===== src/rtl/imem_pkg.sv =====
// Shared instruction-memory package: geometry, loader state encoding and
// instruction field positions reused by the loader and the decoder.
package imem_pkg;

  localparam int IMEM_ADDR_W = 10;
  localparam int INSTR_W     = 16;
  localparam int BYTE_W      = 8;

  // Loader FSM state encoding (CHK is only reachable in the checksum build)
  typedef enum logic [2:0] {
    IDLE = 3'd0,
    HI   = 3'd1,
    LO   = 3'd2,
    WR   = 3'd3,
    CHK  = 3'd4,
    FIN  = 3'd5
  } load_state_t;

  // Instruction field positions
  localparam int OPC_MSB  = 15;
  localparam int OPC_LSB  = 13;
  localparam int RD_MSB   = 12;
  localparam int RD_LSB   = 10;
  localparam int RS_MSB   = 9;
  localparam int RS_LSB   = 7;
  localparam int IMM_MSB  = 6;
  localparam int IMM_LSB  = 0;

  // Opcode field of an instruction word
  function automatic logic [2:0] get_opcode(input logic [INSTR_W-1:0] instr);
    return instr[OPC_MSB:OPC_LSB];
  endfunction

  // Destination register field of an instruction word
  function automatic logic [2:0] get_rd(input logic [INSTR_W-1:0] instr);
    return instr[RD_MSB:RD_LSB];
  endfunction

  // Source register field of an instruction word
  function automatic logic [2:0] get_rs(input logic [INSTR_W-1:0] instr);
    return instr[RS_MSB:RS_LSB];
  endfunction

  // Immediate field of an instruction word
  function automatic logic [6:0] get_imm(input logic [INSTR_W-1:0] instr);
    return instr[IMM_MSB:IMM_LSB];
  endfunction

endpackage


===== src/rtl/loader_checksum.sv =====
// XOR accumulator over the program bytes received by the loader.
// Cleared on an accepted start, updated on every accepted program byte.
module loader_checksum
  import imem_pkg::*;
(
  input  logic              clk,
  input  logic              reset,
  input  logic              clear,
  input  logic              en,
  input  logic [BYTE_W-1:0] data,
  output logic [BYTE_W-1:0] sum
);

  logic [BYTE_W-1:0] sum_r;

  // Running XOR; clear has priority over a same-cycle update
  always_ff @(posedge clk) begin
    if (reset) begin
      sum_r <= 8'h00;
    end else if (clear) begin
      sum_r <= 8'h00;
    end else if (en) begin
      sum_r <= sum_r ^ data;
    end
  end

  assign sum = sum_r;

endmodule


===== src/rtl/instruction_loader.sv =====
// Instruction loader: assembles a big-endian byte stream into 16-bit words
// and writes them to consecutive instruction-memory addresses.
// Optional feature macro: INSTR_LOADER_CHECKSUM_EN (trailing XOR checksum
// byte, CHK state and csum_err output).
module instruction_loader
  import imem_pkg::*;
#(
  parameter int ADDR_W  = IMEM_ADDR_W,
  parameter int INSTR_W = imem_pkg::INSTR_W
) (
  input  logic               clk,
  input  logic               reset,
  input  logic               start,
  input  logic [ADDR_W-1:0]  base_addr,
  input  logic [ADDR_W:0]    word_count,
  input  logic [7:0]         byte_in,
  input  logic               byte_valid,
  output logic               byte_ready,
  output logic               mem_we,
  output logic [ADDR_W-1:0]  mem_addr,
  output logic [INSTR_W-1:0] mem_wdata,
  output logic               busy,
  output logic               done
`ifdef INSTR_LOADER_CHECKSUM_EN
  ,
  output logic               csum_err
`endif
);

  // After the last word (or an empty load) the FSM either checks the
  // trailing checksum byte or finishes directly.
`ifdef INSTR_LOADER_CHECKSUM_EN
  localparam load_state_t END_ST = CHK;
`else
  localparam load_state_t END_ST = FIN;
`endif

  load_state_t          state_r;
  load_state_t          state_s;

  logic [ADDR_W-1:0]    addr_r;
  logic [ADDR_W:0]      remain_r;
  logic [7:0]           hi_byte_r;

  logic                 byte_ready_r;
  logic                 mem_we_r;
  logic [ADDR_W-1:0]    mem_addr_r;
  logic [INSTR_W-1:0]   mem_wdata_r;
  logic                 busy_r;
  logic                 done_r;

  logic                 ready_s;
  logic                 we_s;
  logic                 busy_s;
  logic                 done_s;

  logic                 xfer_s;
  logic                 start_acc_s;
  logic                 last_word_s;

  // A byte moves only when the registered ready is high
  assign xfer_s      = byte_valid & byte_ready_r;
  // start is only honoured while idle, which also makes it ignored when busy
  assign start_acc_s = start & (state_r == IDLE);
  assign last_word_s = (remain_r == (ADDR_W+1)'(1));

  // State register
  always_ff @(posedge clk) begin
    if (reset) begin
      state_r <= IDLE;
    end else begin
      state_r <= state_s;
    end
  end

  // Next-state logic
  always_comb begin
    state_s = state_r;
    case (state_r)
      IDLE: begin
        if (start) begin
          if (word_count == '0) begin
            state_s = END_ST;
          end else begin
            state_s = HI;
          end
        end else begin
          state_s = IDLE;
        end
      end
      HI: begin
        if (xfer_s) begin
          state_s = LO;
        end else begin
          state_s = HI;
        end
      end
      LO: begin
        if (xfer_s) begin
          state_s = WR;
        end else begin
          state_s = LO;
        end
      end
      WR: begin
        if (last_word_s) begin
          state_s = END_ST;
        end else begin
          state_s = HI;
        end
      end
`ifdef INSTR_LOADER_CHECKSUM_EN
      CHK: begin
        if (xfer_s) begin
          state_s = FIN;
        end else begin
          state_s = CHK;
        end
      end
`endif
      FIN: begin
        state_s = IDLE;
      end
      default: begin
        state_s = IDLE;
      end
    endcase
  end

  // Output decode from the next state so the registered outputs line up
  // with the state they describe
  always_comb begin
    ready_s = 1'b0;
    we_s    = 1'b0;
    busy_s  = 1'b1;
    done_s  = 1'b0;
    case (state_s)
      IDLE: begin
        busy_s = 1'b0;
      end
      HI, LO, CHK: begin
        ready_s = 1'b1;
      end
      WR: begin
        we_s = 1'b1;
      end
      FIN: begin
        done_s = 1'b1;
      end
      default: begin
        busy_s = 1'b0;
      end
    endcase
  end

  // Registered control outputs
  always_ff @(posedge clk) begin
    if (reset) begin
      byte_ready_r <= 1'b0;
      mem_we_r     <= 1'b0;
      busy_r       <= 1'b0;
      done_r       <= 1'b0;
    end else begin
      byte_ready_r <= ready_s;
      mem_we_r     <= we_s;
      busy_r       <= busy_s;
      done_r       <= done_s;
    end
  end

  // Write pointer and remaining-word count; address wraps naturally
  always_ff @(posedge clk) begin
    if (reset) begin
      addr_r   <= '0;
      remain_r <= '0;
    end else if (start_acc_s) begin
      addr_r   <= base_addr;
      remain_r <= word_count;
    end else if (state_r == WR) begin
      addr_r   <= addr_r + ADDR_W'(1);
      remain_r <= remain_r - (ADDR_W+1)'(1);
    end
  end

  // Word assembly: high byte is held until the low byte arrives, then the
  // whole word and its address are presented for the WR cycle and held
  always_ff @(posedge clk) begin
    if (reset) begin
      hi_byte_r   <= 8'h00;
      mem_wdata_r <= '0;
      mem_addr_r  <= '0;
    end else begin
      if ((state_r == HI) && xfer_s) begin
        hi_byte_r <= byte_in;
      end
      if ((state_r == LO) && xfer_s) begin
        mem_wdata_r <= {hi_byte_r, byte_in};
        mem_addr_r  <= addr_r;
      end
    end
  end

`ifdef INSTR_LOADER_CHECKSUM_EN
  logic [7:0] csum_s;
  logic       csum_err_r;
  logic       csum_en_s;

  assign csum_en_s = xfer_s & ((state_r == HI) | (state_r == LO));

  loader_checksum u_checksum (
    .clk   (clk),
    .reset (reset),
    .clear (start_acc_s),
    .en    (csum_en_s),
    .data  (byte_in),
    .sum   (csum_s)
  );

  // Checksum verdict becomes visible together with done and is held
  // until the next accepted start
  always_ff @(posedge clk) begin
    if (reset) begin
      csum_err_r <= 1'b0;
    end else if (start_acc_s) begin
      csum_err_r <= 1'b0;
    end else if ((state_r == CHK) && xfer_s) begin
      csum_err_r <= (byte_in != csum_s);
    end
  end

  assign csum_err = csum_err_r;
`endif

  assign byte_ready = byte_ready_r;
  assign mem_we     = mem_we_r;
  assign mem_addr   = mem_addr_r;
  assign mem_wdata  = mem_wdata_r;
  assign busy       = busy_r;
  assign done       = done_r;

endmodule


===== config.mk =====
export PLATFORM = sky130hd
export DESIGN_NAME = instruction_loader
export DESIGN_NICKNAME = d
export VERILOG_FILES = /design/src/rtl/imem_pkg.sv /design/src/rtl/loader_checksum.sv /design/src/rtl/instruction_loader.sv
export SDC_FILE = /design/constraint.sdc
export NUM_CORES = 1
export LEC_CHECK = 0
export BUFFER_PORTS_ARGS = -buffer_cell sky130_fd_sc_hd__buf_2
export CAP_MARGIN = 40
export CORE_ASPECT_RATIO = 0.5
export CORE_MARGIN = 3
export CORE_UTILIZATION = 53
export CTS_CLUSTER_SIZE = 30
export DETAILED_ROUTE_END_ITERATION = 6
export GPL_TIMING_DRIVEN = 0
export PLACE_DENSITY = 0.78
export SLEW_MARGIN = 20
export SYNTH_ARGS = -nofsm -noshare
export SYNTH_HDL_FRONTEND = slang
export SYNTH_SLANG_ARGS = --single-unit

===== constraint.sdc =====
create_clock -name clk -period 1.95 [get_ports clk]
set_input_delay 0.39 -clock clk [delete_from_list [all_inputs] [get_ports clk]]
set_output_delay 0.39 -clock clk [all_outputs]
set_load 0.01 [all_outputs]

# Word level (Yosys, flattened, before mapping)
# Cells that the tools add are included.
# totals
register_bits	62
inputBits	33
out_inout_bits	30
wordCells	44
# classes
addsub	2
n_eq_ne	9
mux	14
n_bitwise	2
reduce_logical	7
# op_table
op	count
$mux W11	2
$mux W10	2
$eq A3 B2 Y1 const B	4
$pmux W3 S4	1
$eq A11 B1 Y1 const B	1
$logic_not A11 Y1	1
$sub A11 B1 Y11 const B	1
$add A10 B1 Y10 const B	1
$mux W3	3
$eq A3 B1 Y1 const B	2
$eq A3 B3 Y1 const B	2
$mux W1	5
$reduce_or A5 Y1	1
$logic_not A3 Y1	1
$reduce_or A3 Y1	1
$and A1 B1 Y1	2
$logic_and A1 B1 Y1	2
$mux W2	1
$reduce_bool A2 Y1	1

# Depth between registers and ports, before layout
# logic_depth
depth_word	7
depth_mapped	7
mapped_depth_nobuf	5

# Least setup slack after synthesis
# Ideal clock, no wire load.
# synth_timing
kind	reg-to-reg
startpoint	register state_r[2]
endpoint	register byte_ready_r, in the netlist byte_ready
setup_ns	0.116
t_arrival_ns	1.467
t_required_ns	1.834
path_slack_ns	0.368
path_stages_with_launch	7
path_buffers	2
period_less_slack_ns	1.582
path_cell_list	dfxtp_1 buf_6 or4b_4 buf_6 nor2_8 nand4_2 and3b_1
# synth_via
elab_chain_cells	5
elab_cells_between_ends	10
cone_classes	eq/ne (6); mux (2); reduce/logical (2)
# synth_lines
element	line_no	text
start: declaration	instruction_loader.sv:38	load_state_t state_r;
start signal: assignment	instruction_loader.sv:72	state_r <= state_s;
$eq A3 B2 Y1 (tied with other cells)	instruction_loader.sv:79	case (state_r)
$pmux W3 S4 *	instruction_loader.sv:79	
$eq A3 B1 Y1 (tied with other cells)	instruction_loader.sv:137	case (state_s)
$reduce_or A3 Y1 *	instruction_loader.sv:137	
$mux W1 *	instruction_loader.sv:137	
end signal: assignment	instruction_loader.sv:164	byte_ready_r <= ready_s;
end: declaration	instruction_loader.sv:45	logic byte_ready_r;
# Mark *: on every way between the ends. The rest lies on a longest branch, timed or not.
# A chain may end at the register's enable or synchronous reset.

# Worst setup path in the final report
# layout_timing
startpoint	register state_r[1]
endpoint	register mem_wdata_r[15], in the netlist mem_wdata[15]
# layout_via
elab_chain_cells	2
# layout_lines
element	line_no	text
$eq A3 B2 Y1	instruction_loader.sv:196	if ((state_r == LO) && xfer_s) begin
$logic_and A1 B1 Y1	instruction_loader.sv:196	
end signal: assignment	instruction_loader.sv:197	mem_wdata_r <= {hi_byte_r, byte_in};
end: declaration	instruction_loader.sv:48	logic [INSTR_W-1:0] mem_wdata_r;
# Every way passes these cells.

==> results.txt <==
Total grt overflow -> 0
Synth top area cells -> dfxtp_1, nand2_1, a21oi_1
TritonCTS clock tree -> yes
Critical R2R Capture -> mem_wdata[15]$_SDFFE_PP0N_
Post-Syn Instances -> 313
Final hold vios -> 0
FFs w/ async S/R, synth -> 0%
Internal -> 2.05 mW
Detailed Routing Iterations Pass 1 -> 4
Power Dens Cells -> 850 nW/µm²
RD Place Congestion -> 0.865
Ys flop type -> dfxtp_1
Final Core Density -> 71.2%
Clk slew on worst S/H paths -> 0.07 ns
Critical path class -> flip-flop to flip-flop
Synth warnings -> 0
Post-synth top area share -> 46.2%
Antenna violations before repair -> 0
Seq cells post-synth -> 62
Setup slack, reg-to-reg -> 0.13 ns
FF-to-FF Start -> state_r[1]$_SDFF_PP0_
Gr usage total -> 25.1%
Worst min path class -> primary input to flip-flop
Starting DRT DRC Count -> 153
Crit-path max FO -> 10
Worst reg2reg path depth -> 7
Max-cap viol count -> 0
Routed vias/inst -> 5.65
Final Skew -> 0.00334 ns
Worst Setup SP -> state_r[1]$_SDFF_PP0_
Met1 Use GR -> 30.9%
Critical-path cell list -> buf_4 > nand3_1 > or3_1 > buf_2 > clkbuf_1 > nand2_1 > a21oi_1
CTS Sinks -> 62
Layout Nets -> 423
GR Util met3 -> 8.27%
Arrival time at the worst endpoint -> 2.03 ns
GR peak layer -> met2
Clk pwr share -> 42.0%
Largest net degree at the start of global routing -> 13
Wire per inst -> 15.4 µm
Slew @ Worst Pin -> 0.625 ns
Synth cell types -> 47
CTS buffer count -> 9
Buffers on Ports -> 61
Switching portion of total power -> 26.8%
Clock latency on the worst-skew pair -> 0.35 ns
Initial Util -> 58.0%
Diode count -> 0
Synth Cell Area -> 2690 µm²
Comb power frac -> 9.7%
CP peak stage delay -> 0.35 ns
Grt met2 use -> 41.6%
FMAX -> 0.550 GHz
Clock root cell -> clkbuf_8
Peak supply drop -> 0.442 mV
Die Ht -> 56.4 µm
Worst Path Required -> 2.16 ns
Via count -> 2587
Crit end category -> flip-flop
Flop pwr share -> 48.3%
End of the critical path -> mem_wdata[15]$_SDFFE_PP0N_
Die area -> 6020 µm²
Core Box Area -> 4640 µm²
RSZ-0062 raised after global routing -> false
Routed WL -> 7060 µm
Cts-stage hold buffer count -> 0
First-pass GRT wire length -> 11800 µm
Crit share post-route -> 93.2%
Final ANT Viol Nets -> 0
Cell taking the most area after synthesis -> dfxtp_1
# H-tree levels -> 3
Status -> finished, final reports clean
Longest Clk Path Bufs -> 2
Critical-path top delay cell -> or3_1
Hpwl dp -> 5070 µm
Layout cells sized above 1 -> 25.0%
Max Slew Vio Count -> 0
Net Sw Power -> 752 µW
Post-synth EDFFs -> 0
Syn nets -> 349
Vias in the first global route -> 2463
DIE WIDTH -> 107 µm
Sequential-to-total area share from yosys stat -> 46.2%
Drt drc -> 0
Leakage -> 1.35 nW
Synth-to-Final Area Change -> 22.7%
Worst Setup Start Kind -> flip-flop
Avg Synthesized Cell Area -> 8.59 µm²
Setup TNS -> 0 ns
Slew headroom -> 58.3%
Ports -> 63
Final setup fails -> 0
FILL cells -> 386
Minimum clock period -> 1.82 ns
Row cnt -> 17
worst max-delay path: cells and delay by family (launching register included):
family / cells / cell delay, ns
AOI/OAI and AO/OA: 1 / 0.07
DFF: 1 / 0.32
and+or+nand+nor: 3 / 0.67
buffers and inverters: 3 / 0.62
synthesized netlist by cell type, types with 2 or more instances:
library cell,n
a31oi_1,4
buf_6,3
xor2_1,5
a211oi_1,8
buf_2,6
nor2_1,29
buf_4,2
nand4_1,6
inv_1,4
a22oi_1,2
a32oi_1,5
a21oi_1,39
mux2i_1,9
nand2_1,60
nor4_1,5
a221oi_1,3
o21ai_0,9
nor3_1,4
and3b_1,2
clkbuf_1,11
ha_1,3
nand3_1,7
dfxtp_1,62
or3_1,2
stage by stage:
stage | hold slack (ns) | setup slack, ns | area, µm² | instances | total power [mW]
global placement | 0.434 | 0.223 | 3080 | 440 | 1.63
floorplan | 0.431 | 0.368 | 2690 | 313 | 1.55
global route | 0.279 | 0.0163 | 3300 | 458 | 2.91
detailed placement | 0.443 | 0.157 | 3080 | 440 | 1.65
finish | 0.286 | 0.133 | 3300 | 458 | 2.81
CTS | 0.276 | 0.161 | 3280 | 456 | 2.80
worst min path at each step:
stage                              startpoint                    endpoint  slack (ns)  cells after the start
floorplan           hi_byte_r[2]$_SDFFE_PP0P_  mem_wdata[10]$_SDFFE_PP0N_        0.43                      2
global placement    hi_byte_r[1]$_SDFFE_PP0P_   mem_wdata[9]$_SDFFE_PP0N_        0.43                      2
detailed placement  mem_wdata[2]$_SDFFE_PP0N_   mem_wdata[2]$_SDFFE_PP0N_        0.44                      2
CTS                                byte_in[3]   mem_wdata[3]$_SDFFE_PP0N_        0.28                      3
global route                       byte_in[4]   mem_wdata[4]$_SDFFE_PP0N_        0.28                      3
finish                           base_addr[0]      addr_r[0]$_SDFFE_PP0P_        0.29                      3
area by class of cell:
cell class	count	area [µm²]	area share (%)
plain buffers	23	124	3.75
clock buffers	10	138	4.17
clock inverters	6	70.1	2.12
inverters	4	15.0	0.455
multi-input cells	224	1310	39.7
flip-flops and latches	62	1240	37.6
well taps	66	82.6	2.50
repair buffers	63	320	9.71
power groups by stage:
stage / combinational (mW) / clock [mW] / sequential, mW
after CTS: 0.265 / 1.18 / 1.35
after floorplan: 0.173 / 0 / 1.37
after global placement: 0.254 / 0 / 1.38
final: 0.272 / 1.18 / 1.36
after detailed placement: 0.264 / 0 / 1.38
after global routing: 0.301 / 1.25 / 1.36
sequential cells by signal (all words and copies together), names as in the netlist, 3 cells and up:
register   flops
mem_wdata     16
remain_r      11
addr_r        10
mem_addr      10
hi_byte_r      8
state_r        3
cells in the final DEF (no fill, tap or decap), types with 6 or more instances in the layout:
master,netlist,layout
buf_2,6,67
dfxtp_1,62,62
nand2_1,60,60
a21oi_1,39,39
nor2_1,29,29
clkbuf_1,11,11
clkbuf_8,0,10
o21ai_0,9,9
mux2i_1,9,9
a211oi_1,8,8
nand3_1,7,7
nand4_1,6,6
routing by layer:
metal	share of wire [%]	up-vias
li1	-	1260
met2	47	103
met5	0	-
met3	8.7	12
met1	43	1212
met4	1.5	0
repair_timing:
item,in CTS,in global routing
buffers inserted,0,2
gates resized for setup,0,0
endpoints found under the setup margin,0,1
logic make-up (layout without fill, tap and decap cells):
group / count (synthesis) / count (layout) / synth area share [%]
xor gates and xnor gates: 6 / 6 / 1.95
and+or+nand+nor: 132 / 132 / 25.5
muxes: 9 / 9 / 3.35
buffers and inverters: 27 / 106 / 5.16
adders and majority gates: 3 / 3 / 1.40
DFF: 62 / 62 / 46.2
AOI/OAI and AO/OA: 74 / 74 / 16.5
(Power assumes the default switching activity.)
